### config.mk
export PLATFORM = sky130hd
export DESIGN_NAME = rx_fifo
export DESIGN_NICKNAME = d
export VERILOG_FILES = /design/src/rtl/uart_pkg.sv /design/src/rtl/sync_fifo.sv /design/src/rtl/rx_fifo.sv
export SDC_FILE = /design/constraint.sdc
export NUM_CORES = 1
export LEC_CHECK = 0
export ABC_CLOCK_PERIOD_IN_PS = 8500
export BUFFER_PORTS_ARGS = -buffer_cell sky130_fd_sc_hd__clkbuf_2
export CAP_MARGIN = 20
export CORE_MARGIN = 8
export CORE_UTILIZATION = 41
export CTS_BUF_LIST = sky130_fd_sc_hd__clkbuf_4 sky130_fd_sc_hd__clkbuf_8 sky130_fd_sc_hd__clkbuf_16
export CTS_CLUSTER_DIAMETER = 100
export DETAILED_ROUTE_END_ITERATION = 6
export PLACE_DENSITY = 0.57
export SYNTH_ARGS = -nofsm -noshare
export SYNTH_HDL_FRONTEND = slang
export SYNTH_SLANG_ARGS = --single-unit
### constraint.sdc
create_clock -name clk -period 8.5 [get_ports clk]
set_clock_uncertainty 0.05 [all_clocks]
set_input_delay 1.275 -clock clk [delete_from_list [all_inputs] [get_ports clk]]
set_output_delay 1.275 -clock clk [all_outputs]
set_load 0.05 [all_outputs]
### src/rtl/uart_pkg.sv
// uart_pkg
// Shared definitions for the UART receive path.
//   rxf_state_t : handshake FSM states of rx_fifo
//   UART_DATA_W : width of one received character
//   ERR_CNT_W   : width of the saturating parity-error counter
package uart_pkg;

  typedef enum logic {WAIT_RX, HOLD} rxf_state_t;

  localparam int UART_DATA_W = 8;
  localparam int ERR_CNT_W   = 8;

endpackage

### src/rtl/sync_fifo.sv
// sync_fifo
// Single-clock FIFO with a show-ahead read port.
//   clk, Reset   : clock, synchronous active-high reset (pointers/count only)
//   wrEn_i       : request to write wrData_i
//   wrData_i     : write data
//   wrAccept_o   : the write is taken this cycle (not full, or a pop frees a slot)
//   rdReady_i    : consumer pops the head when rdValid_o=1
//   rdValid_o    : FIFO not empty
//   rdData_o     : head entry, forced to 0 when empty
//   count_o      : entries stored, 0..DEPTH
module sync_fifo #(
  parameter int WIDTH = 9,
  parameter int DEPTH = 16,
  parameter int CNT_W = $clog2(DEPTH) + 1
) (
  input  logic             clk,
  input  logic             Reset,
  input  logic             wrEn_i,
  input  logic [WIDTH-1:0] wrData_i,
  output logic             wrAccept_o,
  input  logic             rdReady_i,
  output logic             rdValid_o,
  output logic [WIDTH-1:0] rdData_o,
  output logic [CNT_W-1:0] count_o
);

  localparam int PTR_W = $clog2(DEPTH);

  logic [WIDTH-1:0] memQ [DEPTH];
  logic [PTR_W-1:0] wrPtrQ, wrPtrD;
  logic [PTR_W-1:0] rdPtrQ, rdPtrD;
  logic [CNT_W-1:0] countQ, countD;
  logic             full;
  logic             empty;
  logic             pop;

  assign full  = (countQ == CNT_W'(DEPTH));
  assign empty = (countQ == '0);
  assign pop   = rdReady_i & ~empty;

  // A full FIFO can still accept when the head leaves in the same cycle.
  assign wrAccept_o = wrEn_i & (~full | pop);

  always_comb begin
    wrPtrD = wrPtrQ;
    rdPtrD = rdPtrQ;
    countD = countQ;
    if (wrAccept_o) wrPtrD = wrPtrQ + 1'b1;
    if (pop)        rdPtrD = rdPtrQ + 1'b1;
    if (wrAccept_o && !pop)      countD = countQ + 1'b1;
    else if (!wrAccept_o && pop) countD = countQ - 1'b1;
  end

  always_ff @(posedge clk) begin
    if (Reset) begin
      wrPtrQ <= '0;
      rdPtrQ <= '0;
      countQ <= '0;
    end else begin
      wrPtrQ <= wrPtrD;
      rdPtrQ <= rdPtrD;
      countQ <= countD;
    end
  end

  // Storage is deliberately left out of reset.
  always_ff @(posedge clk) begin
    if (wrAccept_o) memQ[wrPtrQ] <= wrData_i;
  end

  assign rdValid_o = ~empty;
  assign rdData_o  = empty ? '0 : memQ[rdPtrQ];
  assign count_o   = countQ;

endmodule

### src/rtl/rx_fifo.sv
// rx_fifo
// Receive-side buffer behind the UART receiver. Completes the four-phase
// Receive/Received handshake, stores {parityErr, data} in a FIFO and offers
// it through a show-ahead valid/ready port.
//   clk, Reset            : clock, synchronous active-high reset
//   Receive, rxData,
//   rxParityErr           : byte offered by the receiver (level, held)
//   Received              : registered acknowledge back to the receiver
//   rdValid, rdData,
//   rdErr, rdReady        : consumer read port (0 data when empty)
//   count                 : entries stored
//   overflow, clrOverflow : sticky drop flag and its clear
//   errCount              : saturating count of accepted bytes with parity error
module rx_fifo
  import uart_pkg::*;
#(
  parameter int DEPTH = 16,
  parameter int CNT_W = $clog2(DEPTH) + 1
) (
  input  logic                   clk,
  input  logic                   Reset,
  input  logic                   Receive,
  input  logic [UART_DATA_W-1:0] rxData,
  input  logic                   rxParityErr,
  output logic                   Received,
  output logic                   rdValid,
  output logic [UART_DATA_W-1:0] rdData,
  output logic                   rdErr,
  input  logic                   rdReady,
  output logic [CNT_W-1:0]       count,
  output logic                   overflow,
  input  logic                   clrOverflow,
  output logic [ERR_CNT_W-1:0]   errCount
);

  rxf_state_t             stateQ, stateD;
  logic                   receivedQ, receivedD;
  logic                   overflowQ, overflowD;
  logic [ERR_CNT_W-1:0]   errCountQ, errCountD;
  logic                   wrEn;
  logic                   wrAccept;
  logic                   drop;
  logic [UART_DATA_W:0]   headEntry;

  sync_fifo #(
    .WIDTH (UART_DATA_W + 1),
    .DEPTH (DEPTH),
    .CNT_W (CNT_W)
  ) u_fifo (
    .clk        (clk),
    .Reset      (Reset),
    .wrEn_i     (wrEn),
    .wrData_i   ({rxParityErr, rxData}),
    .wrAccept_o (wrAccept),
    .rdReady_i  (rdReady),
    .rdValid_o  (rdValid),
    .rdData_o   (headEntry),
    .count_o    (count)
  );

  // Capture only on the WAIT_RX edge; Receive still high while in HOLD is
  // the same byte and must not be written again.
  always_comb begin
    stateD    = stateQ;
    receivedD = receivedQ;
    wrEn      = 1'b0;
    case (stateQ)
      WAIT_RX: begin
        if (Receive) begin
          wrEn      = 1'b1;
          receivedD = 1'b1;
          stateD    = HOLD;
        end
      end
      HOLD: begin
        if (!Receive) begin
          receivedD = 1'b0;
          stateD    = WAIT_RX;
        end
      end
      default: begin
        receivedD = 1'b0;
        stateD    = WAIT_RX;
      end
    endcase
  end

  // A dropped byte still completes the handshake so the receiver never stalls.
  assign drop = wrEn & ~wrAccept;

  always_comb begin
    overflowD = overflowQ;
    errCountD = errCountQ;
    if (drop)             overflowD = 1'b1;
    else if (clrOverflow) overflowD = 1'b0;
    if (wrAccept && rxParityErr && (errCountQ != '1))
      errCountD = errCountQ + 1'b1;
  end

  always_ff @(posedge clk) begin
    if (Reset) begin
      stateQ    <= WAIT_RX;
      receivedQ <= 1'b0;
      overflowQ <= 1'b0;
      errCountQ <= '0;
    end else begin
      stateQ    <= stateD;
      receivedQ <= receivedD;
      overflowQ <= overflowD;
      errCountQ <= errCountD;
    end
  end

  assign Received = receivedQ;
  assign overflow = overflowQ;
  assign errCount = errCountQ;
  assign rdData   = headEntry[UART_DATA_W-1:0];
  assign rdErr    = headEntry[UART_DATA_W];

endmodule

; Yosys cells after proc, flatten, opt, wreduce, memory -nomap -nowiden
; Memory sizes are Yosys's and may differ from the RTL's. A register that Yosys moved wholly into a read port is not among the register bits.
; Cells that the tools add are included.
[totals]
elab_cells = 49
mem_count = 1
ram_bits = 144
register_bits = 24
output_inout_bits = 25
in_bits = 14
[classes]
n_bitwise = 8
n_addsub = 5
eq_ne = 4
n_reduce_logical = 10
mux = 14
[mem_list]
columns = memory, words, word_bits, rd, rd_ports_with_merged_regs, wr, line_no
row1 = u_fifo.memQ, 16, 9, 1, 1, 1, sync_fifo.sv:29  ; logic [WIDTH-1:0] memQ [DEPTH];
[ops]
columns = operator, n
row1 = 5-bit 2-to-1 mux, 2
row2 = 9-bit 2-to-1 mux, 1
row3 = 4-bit by 1-bit adder with 4-bit output (second input constant), 2
row4 = 8-bit by 1-bit adder with 8-bit output (second input constant), 1
row5 = 1-bit 2-to-1 mux, 8
row6 = 4-bit 2-to-1 mux, 2
row7 = 8-bit != test (second input constant), 1
row8 = 5-bit by 1-bit adder with 5-bit output (second input constant), 1
row9 = 5-bit equality test (second input constant), 1
row10 = 5-bit logical NOT, 1
row11 = 5-bit by 1-bit subtractor with 5-bit output (second input constant), 1
row12 = 1-bit logical AND, 4
row13 = 2-bit != test (second input constant), 2
row14 = 1-bit NOT, 4
row15 = 2-bit nonzero test, 2
row16 = 1-bit AND, 3
row17 = 1-bit logical NOT, 2
row18 = 1-bit one-hot mux with 2 select lines, 1
row19 = 2-bit AND reduction, 1
row20 = 1-bit OR, 1

; Logic depth before layout (Yosys ltp)
; Gate-level depths: netlist (run 1).
[logic_depth]
word_depth = 9
depth_mapped = 11

; Hierarchy
; Synthesis (run 1) repeated with hierarchy kept, for this count alone.
[hier_totals]
cells_unflattened = 404
hier_area_um2 = 6994.2
[modules_own_cells]
columns = module, instances, area_each_um2, seq_area_each_um2, cells_per_inst
row1 = sync_fifo, 1, 6442.4, 4664.5, 340
row2 = rx_fifo, 1, 551.8, 220.2, 64

; Least setup slack after synthesis (run 1)
; OpenSTA, ideal clock, no wires.
[synth_timing]
path_type = register to output
from = reg with a tool-made name
to = out rdData[6]
stages_incl_launch_ff = 7
required_time_ps = 7175
path_buffers = 2
t_arrival_ps = 2560
setup_slack_ps = 4615
cell_sequence = dfxtp_1 clkbuf_1 clkbuf_1 mux4_2 nor2b_1 a211oi_1 a211oi_1
[synth_rtl]
columns = item, line_no
row1 = end: declaration, rx_fifo.sv:27  ; output logic [UART_DATA_W-1:0] rdData,

==> results of run 1 <==
## cells in the mapped netlist (4+ instances only)
cell type    n  area [sq um]
mux2i_1     11           110
edfxtp_1   144          4320
nand2b_1     5          31.3
xor2_1       7          61.3
nor3_1       4          20.0
o211ai_1     4          30.0
mux4_2      36           811
a211oi_1    19           143
nor2_1      36           135
ha_1        12           150
inv_1        7          26.3
buf_2        7          35.0
a21oi_1     11          55.1
dfxtp_1     28           561
nand2_1      8          30.0
clkbuf_1    10          37.5
nor2b_1     16           100
## cells by family after synthesis
| family | share of synthesized area, % |
|---|---|
| AOI/OAI and AO/OA | 4.25 |
| xor gates and xnor gates | 1.13 |
| adders and majority gates | 2.44 |
| buffers and inverters | 1.83 |
| DFF | 70.0 |
| muxes | 13.9 |
| and+or+nand+nor | 6.45 |
## final cells by class
cell class / count / share of cell area, %
clock inverter: 13 / 1.57
multi-input combinational: 203 / 24.7
inverter: 8 / 0.407
timing repair buffer: 47 / 3.32
sequential: 172 / 61.2
tap: 220 / 3.45
clock buffer: 18 / 5.42
## per-layer routing
layer | wire, um | part of all wire (%) | GRT usage (%)
met1 | 6400 | 47 | 17.3
met2 | 6450 | 47 | 20.9
met3 | 639 | 4.7 | 4.14
met4 | 223 | 1.6 | 5.05
met5 | 0 | 0 | 0
## critical path, cell delays in order, from the launching register on
cell	delay, ps
dfxtp_2	310
buf_4	510
mux4_2	570
nor2b_1	140
a211oi_1	380
a211oi_1	110
clkbuf_2	290
## power by group through the flow
stage	Clock, mW	Sequential (mW)	Combinational (mW)
3_3_place_gp	0	0.990	0.666
6_report	0.738	0.973	0.670
2_1_floorplan	0	1.02	0.485
4_1_cts	0.753	0.973	0.680
5_1_grt	0.789	0.977	0.723
3_5_place_dp	0	0.990	0.678
## path summary, 6_finish.rpt
path / to / start / cells past startpoint / slack (ps)
min: Received$_SDFFE_PP0P_ / Received$_SDFFE_PP0P_ / 2 / 440
min reg2reg: Received$_SDFFE_PP0P_ / Received$_SDFFE_PP0P_ / 2 / 440
max: rdData[7] / register / 6 / 4440
max reg2reg: u_fifo.count_o[4]$_SDFFE_PP0P_ / u_fifo.count_o[1]$_SDFFE_PP0P_ / 9 / 5310
## metrics by stage
stage | instances | hold slack [ps] | cell area (sq um) | power (mW)
2_1_floorplan | 403 | 427 | 6980 | 1.51
3_5_place_dp | 648 | 430 | 7410 | 1.67
4_1_cts | 679 | 446 | 7970 | 2.41
5_1_grt | 681 | 477 | 7990 | 2.49
3_3_place_gp | 648 | 432 | 7410 | 1.66
6_report | 681 | 445 | 7990 | 2.38
## registers in the layout, summed over array words and instances (netlist names), named ones only
| signal | cells |
|---|---|
| u_fifo.memQ | 144 |
| errCount | 8 |
| u_fifo.count_o | 5 |
| u_fifo.rdPtrQ | 4 |
| u_fifo.wrPtrQ | 4 |
| Received | 1 |
| overflow | 1 |
| stateQ | 1 |
==> impl_results.md, run 1 <==
* Outcome: finished, final reports clean
* Clk buf depth at 2
* Die H at 146 um
* Hold buffers post-CTS at 0
* Num CTS Buffers at 17
* Antenna-violating nets left at 0
* First-pass GRT wire length at 21700 um
* Starting Density at 42.0%
* Crit path max fanout at 36
* N_diodes at 0
* PD cells at 298 nW/um^2
* Post-synth EDFFs at 144
* Layout net count at 476
* Crit path kind: reg -> out
* Initial antenna violation count at 0
* CTS tree: yes
* Via-to-Cell Ratio at 5.29
* Commonest non-fill, non-tap cell in the layout: edfxtp_1
* Clock Sinks at 172
* Sequential area share after synthesis at 70.0%
* Clock Latency Late Sink at 420 ps
* Die W at 146 um
* # IOs at 39
* Cell Int Power at 1.60 mW
* Dominant synthesized flop cell: edfxtp_1
* Crit path arrival time at 2740 ps
* Post-DP HPWL at 8460 um
* Worst-path clk slew at 60 ps
* IO buf count at 38
* Max Fclk at 246 MHz
* Vias in the first global route at 3924
* Row cnt at 47
* Layout cells sized above 1 at 26.5%
* Asr flop ratio synth at 0%
* Clock power frac at 31.0%
* Startpoint types: register
* Count of cell types in the netlist at 42
* Core Region at 16600 sq um
* GRT Residual Overflow at 0
* Final setup viols at 0
* DRC errors left at 0
* Sequential share of power at 40.9%
* YS warnings at 0
* Initial DRC Count at 134
* P_leak at 2.61 nW
* Worst Hold Class: reg -> reg
* Cts repair resizes at 0
* P&R area growth vs syn at 14.4%
* Comb pwr share at 28.1%
* Setup ws final at 4440 ps
* Setup TNS at 0 ps
* CTS root buffer: clkbuf_16
* Final Hold Viols at 0
* Register area at 4890 sq um
* Fin util at 48.0%
* Worst-Margin Slew at 1050 ps
* Final Critical Period at 4060 ps
* RSZ-0062 raised after global routing: false
* Peak supply drop at 287 uV
* Sw Share at 32.9%
* Post-synthesis instance area at 6980 sq um
* CP endpoint kind: output port
* DRT Pass-1 Iters at 4
* H-tree depth at 4
* Psw at 0.784 mW
* Largest net degree at the start of global routing at 37
* Most frequent cells in the layout: edfxtp_1, clkbuf_2, nor2_1, mux4_2, dfxtp_1
* Synth Instances at 403
* Req. time, crit path at 7170 ps
* Avg Inst Size Synth at 17.3 sq um
* All-Layer GR Usage at 13.4%
* Max-slew violation count at 0
* # fillers at 1411
* Tcrit/Tclk final at 47.8%
* Dpl ws at 4810 ps
* Net Count, Synth at 430
* Max_cap viols at 0
* Slew headroom at 29.6%
* RD Place Congestion at 0.775
* Area occupied by multi-input gates at 1970 sq um
* Total Wirelength at 13700 um
* Detailed-route wire length per cell at 20.1 um
* #FFs+latches synth at 172
* Vias at 3603
* Post CTS Setup Buffer Count at 0
* Die Area at 21500 sq um
Note: power is estimated with default switching activity, not from simulation.
==> run 2: changes to the inputs <==
--- a/config.mk
+++ b/config.mk
@@ -5,7 +5,7 @@
 export SDC_FILE = /design/constraint.sdc
 export NUM_CORES = 1
 export LEC_CHECK = 0
-export ABC_CLOCK_PERIOD_IN_PS = 8500
+export ABC_CLOCK_PERIOD_IN_PS = 4100
 export BUFFER_PORTS_ARGS = -buffer_cell sky130_fd_sc_hd__clkbuf_2
 export CAP_MARGIN = 20
 export CORE_MARGIN = 8
==> constraint.sdc (replaced) <==
create_clock -name clk -period 4.1 [get_ports clk]
set_clock_uncertainty 0.05 [all_clocks]
set_input_delay 0.615 -clock clk [delete_from_list [all_inputs] [get_ports clk]]
set_output_delay 0.615 -clock clk [all_outputs]
set_load 0.05 [all_outputs]
==> run 2 against run 1 <==
Sequential share of layout area shrank 0.20 points. Setup slack lost 3700 ps. Combinational power grew 96%. Clock power grew 110%. Design area grew 0.33%. Global-route usage is essentially flat. Flip-flop and latch count is the same. Critical path depth shrank 1. Register-to-register slack lost 4300 ps. Critical endpoint is now rdErr. Largest cell class unchanged.
==> impl_results.md, run 2 (same netlist as run 1, synthesis figures left out) <==
* Detailed-route wire length per cell at 20.1 um (about the same)
* Sequential share of power at 42.4% (was 40.9%)
* Commonest non-fill, non-tap cell in the layout: edfxtp_1 (unchanged)
* Cts repair resizes at 0 (unchanged)
* Hold buffers post-CTS at 0 (unchanged)
* Die H at 146 um (unchanged)
* Vias at 3617 (was 3603)
* Post CTS Setup Buffer Count at 0 (unchanged)
* Final setup viols at 0 (unchanged)
* Final Critical Period at 3380 ps
* Crit path max fanout at 21 (was 36)
* Clock power frac at 31.1% (was 31.0%)
* Number of flip-flops in the largest register at 144 (unchanged)
* Worst-path clk slew at 60 ps (about the same)
* # fillers at 1391 (was 1411)
* Largest register by flop count: u_fifo.memQ (unchanged)
* Antenna-violating nets left at 0 (unchanged)
* Layout net count at 479 (was 476)
* IO buf count at 38 (unchanged)
* Final Hold Viols at 0 (unchanged)
* Worst Hold Class: in -> reg (was reg -> reg)
* CTS tree: yes (unchanged)
* Tcrit/Tclk final at 82.4%
* Hold slack final at 404 ps (was 445 ps)
* Placed instance area at 7420 sq um (was 7410 sq um)
* Slew headroom at 27.7% (was 29.6%)
* Core Region at 16600 sq um (unchanged)
* Max-slew violation count at 0 (unchanged)
* Outcome: finished, final reports clean (unchanged)
* P_leak at 2.62 nW (was 2.61 nW)
* RSZ-0062 raised after global routing: false (unchanged)
* N_diodes at 0 (unchanged)
* Req. time, crit path at 3430 ps (was 7170 ps)
* Comb pwr share at 26.4% (was 28.1%)
* Fin util at 48.2% (was 48.0%)
* Register area at 4890 sq um (unchanged)
* Row cnt at 47 (unchanged)
* Largest net degree at the start of global routing at 32 (was 37)
* Die W at 146 um (unchanged)
* GRT Residual Overflow at 0 (unchanged)
* Most frequent cells in the layout: edfxtp_1, clkbuf_2, nor2_1, mux4_2, dfxtp_1 (unchanged)
* Worst-Margin Slew at 1080 ps (was 1050 ps)
* Clock Sinks at 172 (unchanged)
* Crit path kind: reg -> out (unchanged)
* Via-to-Cell Ratio at 5.28 (was 5.29)
* H-tree depth at 4 (unchanged)
* Vias in the first global route at 3879 (was 3924)
* Die Area at 21500 sq um (unchanged)
* Peak supply drop at 603 uV (was 287 uV)
* Psw at 1.62 mW (was 0.784 mW)
* All-Layer GR Usage at 13.4% (about the same)
* Dpl ws at 988 ps (was 4810 ps)
* Max Fclk at 296 MHz
* Starting Density at 42.0% (unchanged)
* DRC errors left at 0 (unchanged)
* DRT Pass-1 Iters at 4 (unchanged)
* P&R area growth vs syn at 14.8% (was 14.4%)
* First-pass GRT wire length at 21600 um (was 21700 um)
* Clock Latency Late Sink at 420 ps (about the same)
* Initial DRC Count at 169 (was 134)
* Crit path arrival time at 2710 ps (was 2740 ps)
* Startpoint types: register (unchanged)
* Initial antenna violation count at 0 (unchanged)
* RD Place Congestion at 0.800 (was 0.775)
* Setup TNS at 0 ps (unchanged)
* PD cells at 617 nW/um^2 (was 298 nW/um^2)
* Sw Share at 32.8% (was 32.9%)
* CTS root buffer: clkbuf_16 (unchanged)
* Area occupied by multi-input gates at 1970 sq um (unchanged)
* Total Wirelength at 13700 um (about the same)
* Max_cap viols at 0 (unchanged)
* Cell Int Power at 3.32 mW (was 1.60 mW)
* Post-DP HPWL at 8780 um (was 8460 um)
* # IOs at 39 (unchanged)
* CP endpoint kind: output port (unchanged)
* Layout cells sized above 1 at 27.3% (was 26.5%)
* Fin area at 8010 sq um (was 7990 sq um)
* Clk buf depth at 2 (unchanged)
* Setup ws final at 720 ps (was 4440 ps)
* Num CTS Buffers at 17 (unchanged)
==> run 2: changes by cell type in the layout (fill, tap and decap cells not counted), sizes merged <==
cell	change
clkinv	-4
clkbuf	+1
clkinvlp	+4
buf	+3
==> run 2: power by group through the flow <==
stage                     sequential, mW  clock, mW  combinational [mW]
after global routing                2.12       1.65                1.40
after detailed placement            2.14          0                1.32
after floorplan                     2.12          0                1.01
after global placement              2.14          0                1.31
final                               2.10       1.54                1.31
after CTS                           2.10       1.58                1.32
==> run 2: final cells by class <==
class,instances,area share [%]
Sequential cell,172,61.0
Tap cell,220,3.43
Multi-Input combinational cell,203,24.6
Clock buffer,19,5.50
Clock inverter,13,1.56
Inverter,8,0.406
Timing Repair Buffer,50,3.54
==> run 2: stage by stage <==
step                instances  power (mW)
floorplan                 403        3.13
global placement          650        3.45
detailed placement        650        3.46
CTS                       682        5.00
global route              685        5.18
finish                    685        4.94
==> run 2: critical path, stage by stage (launching register included) <==
cell,delay [ps]
dfxtp_2,800
mux4_2,580
nor2b_1,150
a211oi_1,300
a211oi_1,150
clkbuf_2,310
==> run 2: final timing paths <==
path | start | end | slack [ps] | cells past startpoint
worst max register to register | u_fifo.count_o[1]$_SDFFE_PP0P_ | u_fifo.count_o[4]$_SDFFE_PP0P_ | 980 | 9
worst min register to register | Received$_SDFFE_PP0P_ | Received$_SDFFE_PP0P_ | 440 | 2
worst max-delay path | register | rdErr | 720 | 5
worst min-delay path | Receive | stateQ$_SDFF_PP0_ | 400 | 2
==> run 2: per-layer routing <==
layer,vias up,wire (um),part of all wire (%),global-route usage (%)
li1,1688,-,-,-
met3,10,717,5.2,4.60
met5,-,0,0,0
met2,81,6670,49,21.0
met1,1838,6230,45,16.9
met4,0,121,0.88,5.10
